$ cat config.mk
export PLATFORM = sky130hd
export DESIGN_NAME = h_syncer
export DESIGN_NICKNAME = d
export VERILOG_FILES = /design/src/rtl/h_syncer.sv
export SDC_FILE = /design/constraint.sdc
export NUM_CORES = 1
export LEC_CHECK = 0
export ABC_AREA = 1
export BUFFER_PORTS_ARGS = -buffer_cell sky130_fd_sc_hd__buf_2
export CORE_ASPECT_RATIO = 1.1
export CORE_UTILIZATION = 58
export CTS_BUF_LIST = sky130_fd_sc_hd__clkbuf_2
export DETAILED_ROUTE_END_ITERATION = 10
export GPL_TIMING_DRIVEN = 0
export PLACE_DENSITY = 0.89
export SKIP_LAST_GASP = 1
export SLEW_MARGIN = 0
export SYNTH_ARGS = -nofsm -noshare
export SYNTH_HDL_FRONTEND = slang
export SYNTH_SLANG_ARGS = --single-unit
$ cat constraint.sdc
create_clock -name clk -period 1.7 [get_ports clk]
set_input_delay 0.085 -clock clk [delete_from_list [all_inputs] [get_ports clk]]
set_output_delay 0.085 -clock clk [all_outputs]
set_load 0.005 [all_outputs]
$ cat src/rtl/h_syncer.sv
// Horizontal timing generator: divides clk down to a pixel tick, counts
// pixels per line and decodes sync, active window, column and line-end pulse.
module h_syncer #(
  parameter int   H_SYNC    = 96,
  parameter int   H_BACK    = 48,
  parameter int   H_VISIBLE = 640,
  parameter int   H_FRONT   = 16,
  parameter int   CLK_DIV   = 4,
  parameter logic SYNC_POL  = 1'b0
) (
  input  logic       clk,
  input  logic       reset,
  input  logic       en,
  output logic       pixel_tick,
  output logic       h_sync,
  output logic       h_active,
  output logic [9:0] pixel_x,
  output logic       line_complete
);

  localparam int H_TOTAL   = H_SYNC + H_BACK + H_VISIBLE + H_FRONT;
  localparam int VIS_START = H_SYNC + H_BACK;
  localparam int VIS_END   = VIS_START + H_VISIBLE;

  localparam logic [3:0] DIV_LAST  = 4'(CLK_DIV - 1);
  localparam logic [9:0] H_LAST    = 10'(H_TOTAL - 1);
  localparam logic [9:0] SYNC_END  = 10'(H_SYNC);
  localparam logic [9:0] VIS_LO    = 10'(VIS_START);
  localparam logic [9:0] VIS_HI    = 10'(VIS_END);

  logic [3:0] div_cnt_q, div_cnt_d;
  logic [9:0] h_count_q, h_count_d;
  logic       div_last;

  // CLK_DIV=1 leaves div_cnt stuck at 0, which equals DIV_LAST, so the tick follows en.
  assign div_last   = (div_cnt_q == DIV_LAST);
  assign pixel_tick = en & div_last;

  // Next-state for the clock divider and the pixel counter; both hold while en is low.
  always_comb begin
    div_cnt_d = div_cnt_q;
    h_count_d = h_count_q;
    if (en) begin
      div_cnt_d = div_last ? 4'd0 : div_cnt_q + 4'd1;
    end
    if (pixel_tick) begin
      h_count_d = (h_count_q == H_LAST) ? 10'd0 : h_count_q + 10'd1;
    end
  end

  // Counter registers; reset clears them immediately, truncating the current line.
  always_ff @(posedge clk or posedge reset) begin
    if (reset) begin
      div_cnt_q <= 4'd0;
      h_count_q <= 10'd0;
    end else begin
      div_cnt_q <= div_cnt_d;
      h_count_q <= h_count_d;
    end
  end

  // Outputs decode straight from the registered count, so there is no extra latency.
  assign h_sync        = (h_count_q < SYNC_END) ? SYNC_POL : ~SYNC_POL;
  assign h_active      = (h_count_q >= VIS_LO) && (h_count_q < VIS_HI);
  assign pixel_x       = h_active ? (h_count_q - VIS_LO) : 10'd0;
  // Coincides with the tick that wraps h_count, so downstream advances on the same edge.
  assign line_complete = pixel_tick & (h_count_q == H_LAST);

endmodule

==> results.json, run 1 <==
{
  "tritoncts": "yes",
  "fillers": 126,
  "syn_avg_cell_area_um2": 7.29,
  "grt_max_degree": 15,
  "ioPinCount": 17,
  "start_util_pct": 61.4,
  "synth-main-ff-cell": "dfrtp_1",
  "track_usage_pct": 26.8,
  "htree_levels": 1,
  "maxCapViolCount": 0,
  "critPathKind": "flop to output pin",
  "slew_violations": 0,
  "clock_path_buffers": 2,
  "violations": "DRC, setup timing",
  "rows": 16,
  "drc": 4,
  "crit_required_ns": 1.62,
  "irDropWorstVdd_mv": 0.878,
  "fmax_mhz": 577,
  "fin_area_um2": 1330,
  "setup_tns_ns": -0.0438,
  "synth_warnings": 0,
  "syn-num-nets": 159,
  "fp.dieH_um": 47.5,
  "wire_per_inst_um": 13.1,
  "endpoint_kind": "output pin",
  "holdPathStages": 2,
  "status": "complete, but fails checks",
  "drtAntennaViolNets": 0,
  "ctsRootBufferMaster": "clkbuf_2",
  "leakagePower_nw": 0.729,
  "worst_pin_slew_ns": 0.517,
  "synth_edf_count": 0,
  "grt_pass1_wl_mm": 4.00,
  "grt_overflow": 0,
  "postLayoutCoreUtil_pct": 74.9,
  "detailed_place_hpwl_mm": 1.72,
  "layout_setup_ws_ns": -0.0333,
  "post-route-period-util_pct": 102,
  "yosysUniqueCellTypes": 24,
  "power.density_nw_per_um2": 1110,
  "fin_crit_ns": 1.73,
  "area_delta_synth_final_pct": 22.0,
  "placed_area_um2": 1200,
  "drt-total-wl_mm": 2.57,
  "synth_commonest_cells": "nand2_1, inv_1, nor2_1",
  "async_flop_share_pct": 100,
  "skew_ns": 0.00439,
  "die_w_um": 43.4,
  "synthCells": 150,
  "vias_per_cell": 5.47,
  "vias": 1072,
  "rsz0062_at_grt": "true",
  "core_um2": 1780,
  "arrival_ns": 1.65,
  "netlist_top_cells_area": "dfrtp_1, nand2_1, ha_1",
  "hold_viol_final": 0,
  "hold_path.class": "input port to flop",
  "cp_max_fo": 5,
  "dieArea_um2": 2060,
  "drive_gt1_share_pct": 38.2,
  "insertion_delay_ns": 0.28,
  "first_pass_iters": 7,
  "drt-initial-drc-count": 38,
  "antenna_found_initial": 0,
  "finalNetCount": 189,
  "yosys.area.top_type_share_pct": 32.0,
  "max_stage_delay_ns": 0.42,
  "crit_chain": "inv_2 > ha_4 > inv_1 > o21ai_2 > nand2_2 > buf_6 > nor2_2 > buf_2",
  "ys_seq_elements": 14,
  "path_clk_slew_ns": 0.12,
  "post-synth-top-count-cell": "nand2_1",
  "slew_headroom_pct": 65.5,
  "synth.cell_area_um2": 1090,
  "first_global_vias": 948,
  "setup-violations-final": 4,
  "port_buffers": 16,
  "yosysSeqAreaShare_pct": 32.0,
  "cts_buffers": 3,
  "cp_slowest_cell": "dfrtp_1",
  "place_congestion": 0.898,
  "num_antenna_cells": 0,
  "cts_sinks": 14,
  "synth_largest_area_cell": "dfrtp_1",
  "r2r_cells": 7,
  "cp-start-kind": "flop"
}
[worst max-delay path: cells and delay by family (launching register included)]
| family | cells | cell delay (ns) |
|---|---|---|
| compound gates | 1 | 0.15 |
| fa+ha+maj | 1 | 0.16 |
| buf+inv | 4 | 0.43 |
| flops | 1 | 0.42 |
| simple gates | 2 | 0.19 |
[power breakdown]
group	internal [mW]	switching, mW	total [mW]	leakage, nW
sequential	0.445	0.109	0.554	0.163
combinational	0.326	0.456	0.782	0.554
clock	0.0481	0.101	0.149	0.0125
[cell families after synthesis]
| group | synth area share (%) |
|---|---|
| simple gates | 38.6 |
| buf+inv | 13.6 |
| flops | 32.0 |
| compound gates | 4.92 |
| fa+ha+maj | 6.86 |
| xor+xnor | 4.00 |
[cells in the final DEF (no fill, tap or decap), drive strengths merged]
cell / count
nand2: 38
buf: 28
inv: 26
nor2: 26
dfrtp: 14
nand3: 13
o21ai: 8
ha: 6
nand4: 5
xor2: 4
clkbuf: 3
nor3: 2
a21oi: 2
nor3b: 1
xnor2: 1
dlygate4sd3: 1
[flip-flops by register name, summed over array words and instances, names as in the netlist]
signal     cells
h_count_q     10
div_cnt_q      4
[final timing paths]
path	from	slack (ns)	to
max in group asynchronous	reset	0.97	h_count_q[4]
hold / removal	en	0.06	div_cnt_q[1]
hold reg to reg	div_cnt_q[3]	0.50	div_cnt_q[3]
setup / recovery	h_count_q[5]	-0.03	pixel_x[5]
min in group asynchronous	reset	0.36	div_cnt_q[2]
setup reg to reg	h_count_q[5]	0.34	h_count_q[4]
[metal layers]
layer  routed length (um)  vias up  global-route usage (%)  share of wire, %
li1                     -      524                       -                 -
met3                   92       13                    4.91               3.6
met1                 1050      494                    30.9                41
met2                 1350       41                    50.3                52
met5                    0        -                       0                 0
met4                   88        0                    10.0               3.4
[stage by stage]
stage	std cells	power (mW)	hold WS (ns)	worst slack, ns
final	196	1.49	0.0587	-0.0333
after CTS	194	1.43	0.0685	0.00628
after floorplan	150	1.04	-0.0258	0.368
after global placement	184	1.19	0.149	0.133
after global routing	196	1.59	0.0541	-0.0956
after detailed placement	184	1.24	0.150	0.0602
[final cells by class]
type	count	area (um2)	share of cell area (%)
plain buffers	4	48.8	3.66
clock buffers	3	15.0	1.13
inverters	26	103	7.69
multi-input cells	106	629	47.2
flip-flops and latches	14	352	26.4
well taps	18	22.5	1.69
repair buffers	25	164	12.3
[what timing repair did]
item,in CTS,in global routing
pin swaps,1,1
setup endpoints to repair,12,12
gates resized for setup,11,7
hold buffers,1,0
buffers inserted,5,2
cloned,1,0
endpoints found under the hold margin,14,0
(Power assumes the default switching activity.)
==> run 2: changes to the inputs <==
- ABC_AREA: 1 -> 0
- CORE_UTILIZATION: 58 -> 57
- CTS_CLUSTER_DIAMETER: unset -> 100
- REMOVE_ABC_BUFFERS: unset -> 1
==> results.json, run 2 <==
{
  "path_clk_slew_ns": 0.14,
  "skew_ns": 0.00731,
  "final_common_cell": "buf_2",
  "r2r_cells": 8,
  "yosys.area.top_type_share_pct": 36.7,
  "setup-violations-final": 12,
  "maxCapViolCount": 0,
  "cp_max_fo": 12,
  "ioPinCount": 17,
  "reg_top3": "h_count_q x10, div_cnt_q x4",
  "synth_commonest_cells": "nor2_1, dfrtp_1, nand2_1",
  "synth_edf_count": 0,
  "antenna_found_initial": 0,
  "yosysSeqAreaShare_pct": 36.7,
  "finalNetCount": 142,
  "cp-start-kind": "flop",
  "vias_per_cell": 5.87,
  "rows": 15,
  "drive_gt1_share_pct": 47.7,
  "place_congestion": 0.815,
  "ctsRootBufferMaster": "clkbuf_2",
  "fin_crit_ns": 1.96,
  "slew_violations": 0,
  "post-route-period-util_pct": 115,
  "status": "complete, but fails checks",
  "ys_seq_elements": 14,
  "core_um2": 1560,
  "dpl_worst_slack_ns": -0.162,
  "cts_buffers": 3,
  "async_flop_share_pct": 100,
  "crit_required_ns": 1.62,
  "port_buffers": 16,
  "fmax_mhz": 511,
  "synthSimpleGateAreaFrac_pct": 29.0,
  "synth_mux_area_share_pct": 2.23,
  "grt_pass1_wl_mm": 3.32,
  "drt-total-wl_mm": 2.34,
  "fillers": 93,
  "num_antenna_cells": 0,
  "dp.cells": 131,
  "area_delta_synth_final_pct": 34.3,
  "drt-initial-drc-count": 30,
  "track_usage_pct": 27.4,
  "htree_levels": 1,
  "die_w_um": 41.0,
  "vias": 875,
  "largest_register_ffs": 10,
  "holdPathStages": 3,
  "rsz0062_at_grt": "true",
  "detailed_place_hpwl_mm": 1.40,
  "power.density_nw_per_um2": 786,
  "first_pass_iters": 4,
  "hold_path.class": "input port to flop",
  "synth_largest_area_cell": "dfrtp_1",
  "postLayoutCoreUtil_pct": 82.2,
  "reg2reg_slack_ns": 0.04,
  "worst_pin_slew_ns": 0.550,
  "clock_path_buffers": 2,
  "post-synth-top-count-cell": "nor2_1",
  "arrival_ns": 1.87,
  "reg2reg_to": "h_count_q[6]",
  "wire_per_inst_um": 15.7,
  "r2r-start": "h_count_q[5]",
  "tritoncts": "yes",
  "hold_viol_final": 0,
  "fin_worst_hold_slack_ns": 0.123,
  "yosys.area_share.xor_xnor_pct": 9.19,
  "dieArea_um2": 1840,
  "yosysUniqueCellTypes": 35,
  "drc": 0,
  "cp-endpoint": "pixel_x[2]",
  "grt_overflow": 0,
  "drtAntennaViolNets": 0,
  "insertion_delay_ns": 0.30,
  "fp.dieH_um": 44.9,
  "synth.cell_area_um2": 953,
  "netlist_top_cells_area": "dfrtp_1, ha_1, xnor2_1",
  "syn_avg_cell_area_um2": 9.35,
  "irDropWorstVdd_mv": 0.529,
  "violations": "setup timing",
  "critPathKind": "flop to output pin",
  "final_cell_mix": "buf_2, buf_4, nor2_1, dfrtp_1",
  "endpoint_kind": "output pin",
  "leakagePower_nw": 0.613,
  "synth-main-ff-cell": "dfrtp_1",
  "synth_compound_area_share_pct": 8.14,
  "synth_top_family_by_area": "simple AND/OR/NAND/NOR gates",
  "start_util_pct": 61.2,
  "cts_sinks": 14,
  "first_global_vias": 764,
  "synthCells": 102,
  "startpoint": "h_count_q[6]",
  "stdcell_count": 149,
  "grt_max_degree": 15,
  "layout_setup_ws_ns": -0.257,
  "regMostFlops": "h_count_q",
  "synth_fa_ha_area_share_pct": 7.87,
  "synth_warnings": 0,
  "slew_headroom_pct": 63.3
}
-- run 2: final cells by class --
cell class                      count  area [um2]  area share [%]
Sequential cell                    14         355            27.8
Tap cell                           17        21.3            1.66
Multi-Input combinational cell     76         643            50.2
Clock inverter                      1        3.75           0.293
Inverter                            9        38.8            3.03
Clock buffer                        3        15.0            1.17
Timing Repair Buffer               29         203            15.8
-- run 2: where the power goes --
part           internal, mW  switching (mW)  total (mW)
Combinational         0.186           0.167       0.353
Sequential            0.403          0.0854       0.488
Clock                0.0510           0.113       0.164
Total                 0.640           0.366        1.01
-- run 2: what timing repair did --
action / in CTS / in global routing
cloned: 1 / 0
resized for setup: 14 / 18
hold buffers: 1 / 0
endpoints found under the hold margin: 14 / 0
buffers inserted: 11 / 1
setup endpoints to repair: 12 / 16
pin swaps: 6 / 3
-- run 2: worst min path at each step --
stage | slack, ns | from | end
after floorplan | -0.03 | reset | div_cnt_q[0]
after global placement | 0.14 | reset | h_count_q[2]
after detailed placement | 0.15 | reset | h_count_q[4]
after CTS | 0.13 | en | div_cnt_q[3]
after global routing | 0.13 | en | div_cnt_q[0]
final | 0.12 | en | div_cnt_q[3]
-- run 2: cell families after synthesis --
logic type / Yosys count
adder cells (fa/ha/maj): 6
flip-flops: 14
multiplexers: 2
AO/OA/AOI/OAI: 11
buffers and inverters: 13
AND/OR/NAND/NOR: 46
XOR/XNOR: 10
-- run 2: worst max-delay path, stage by stage (launching register included) --
cell,delay (ns)
dfrtp_2,0.53
nor4b_2,0.29
nand3_1,0.17
a31o_4,0.29
inv_4,0.07
and2_4,0.14
buf_6,0.09
-- run 2: per-stage QoR --
| step | area (um2) | total power [mW] | TNS (ns) |
|---|---|---|---|
| floorplan | 922 | 0.667 | 0 |
| global placement | 1020 | 0.718 | -0.240 |
| detailed placement | 1020 | 0.742 | -0.830 |
| CTS | 1200 | 1.00 | -1.94 |
| global route | 1280 | 1.08 | -2.70 |
| finish | 1280 | 1.01 | -2.00 |
-- run 2: per-layer routing --
layer  wire, um  up-vias  track usage [%]  part of all wire [%]
met3        118        9             2.96                   5.0
met5          0        -                0                     0
met2       1280       36             44.1                    55
met4         88        0             19.3                   3.8
li1           -      407                -                     -
met1        856      423             32.6                    37
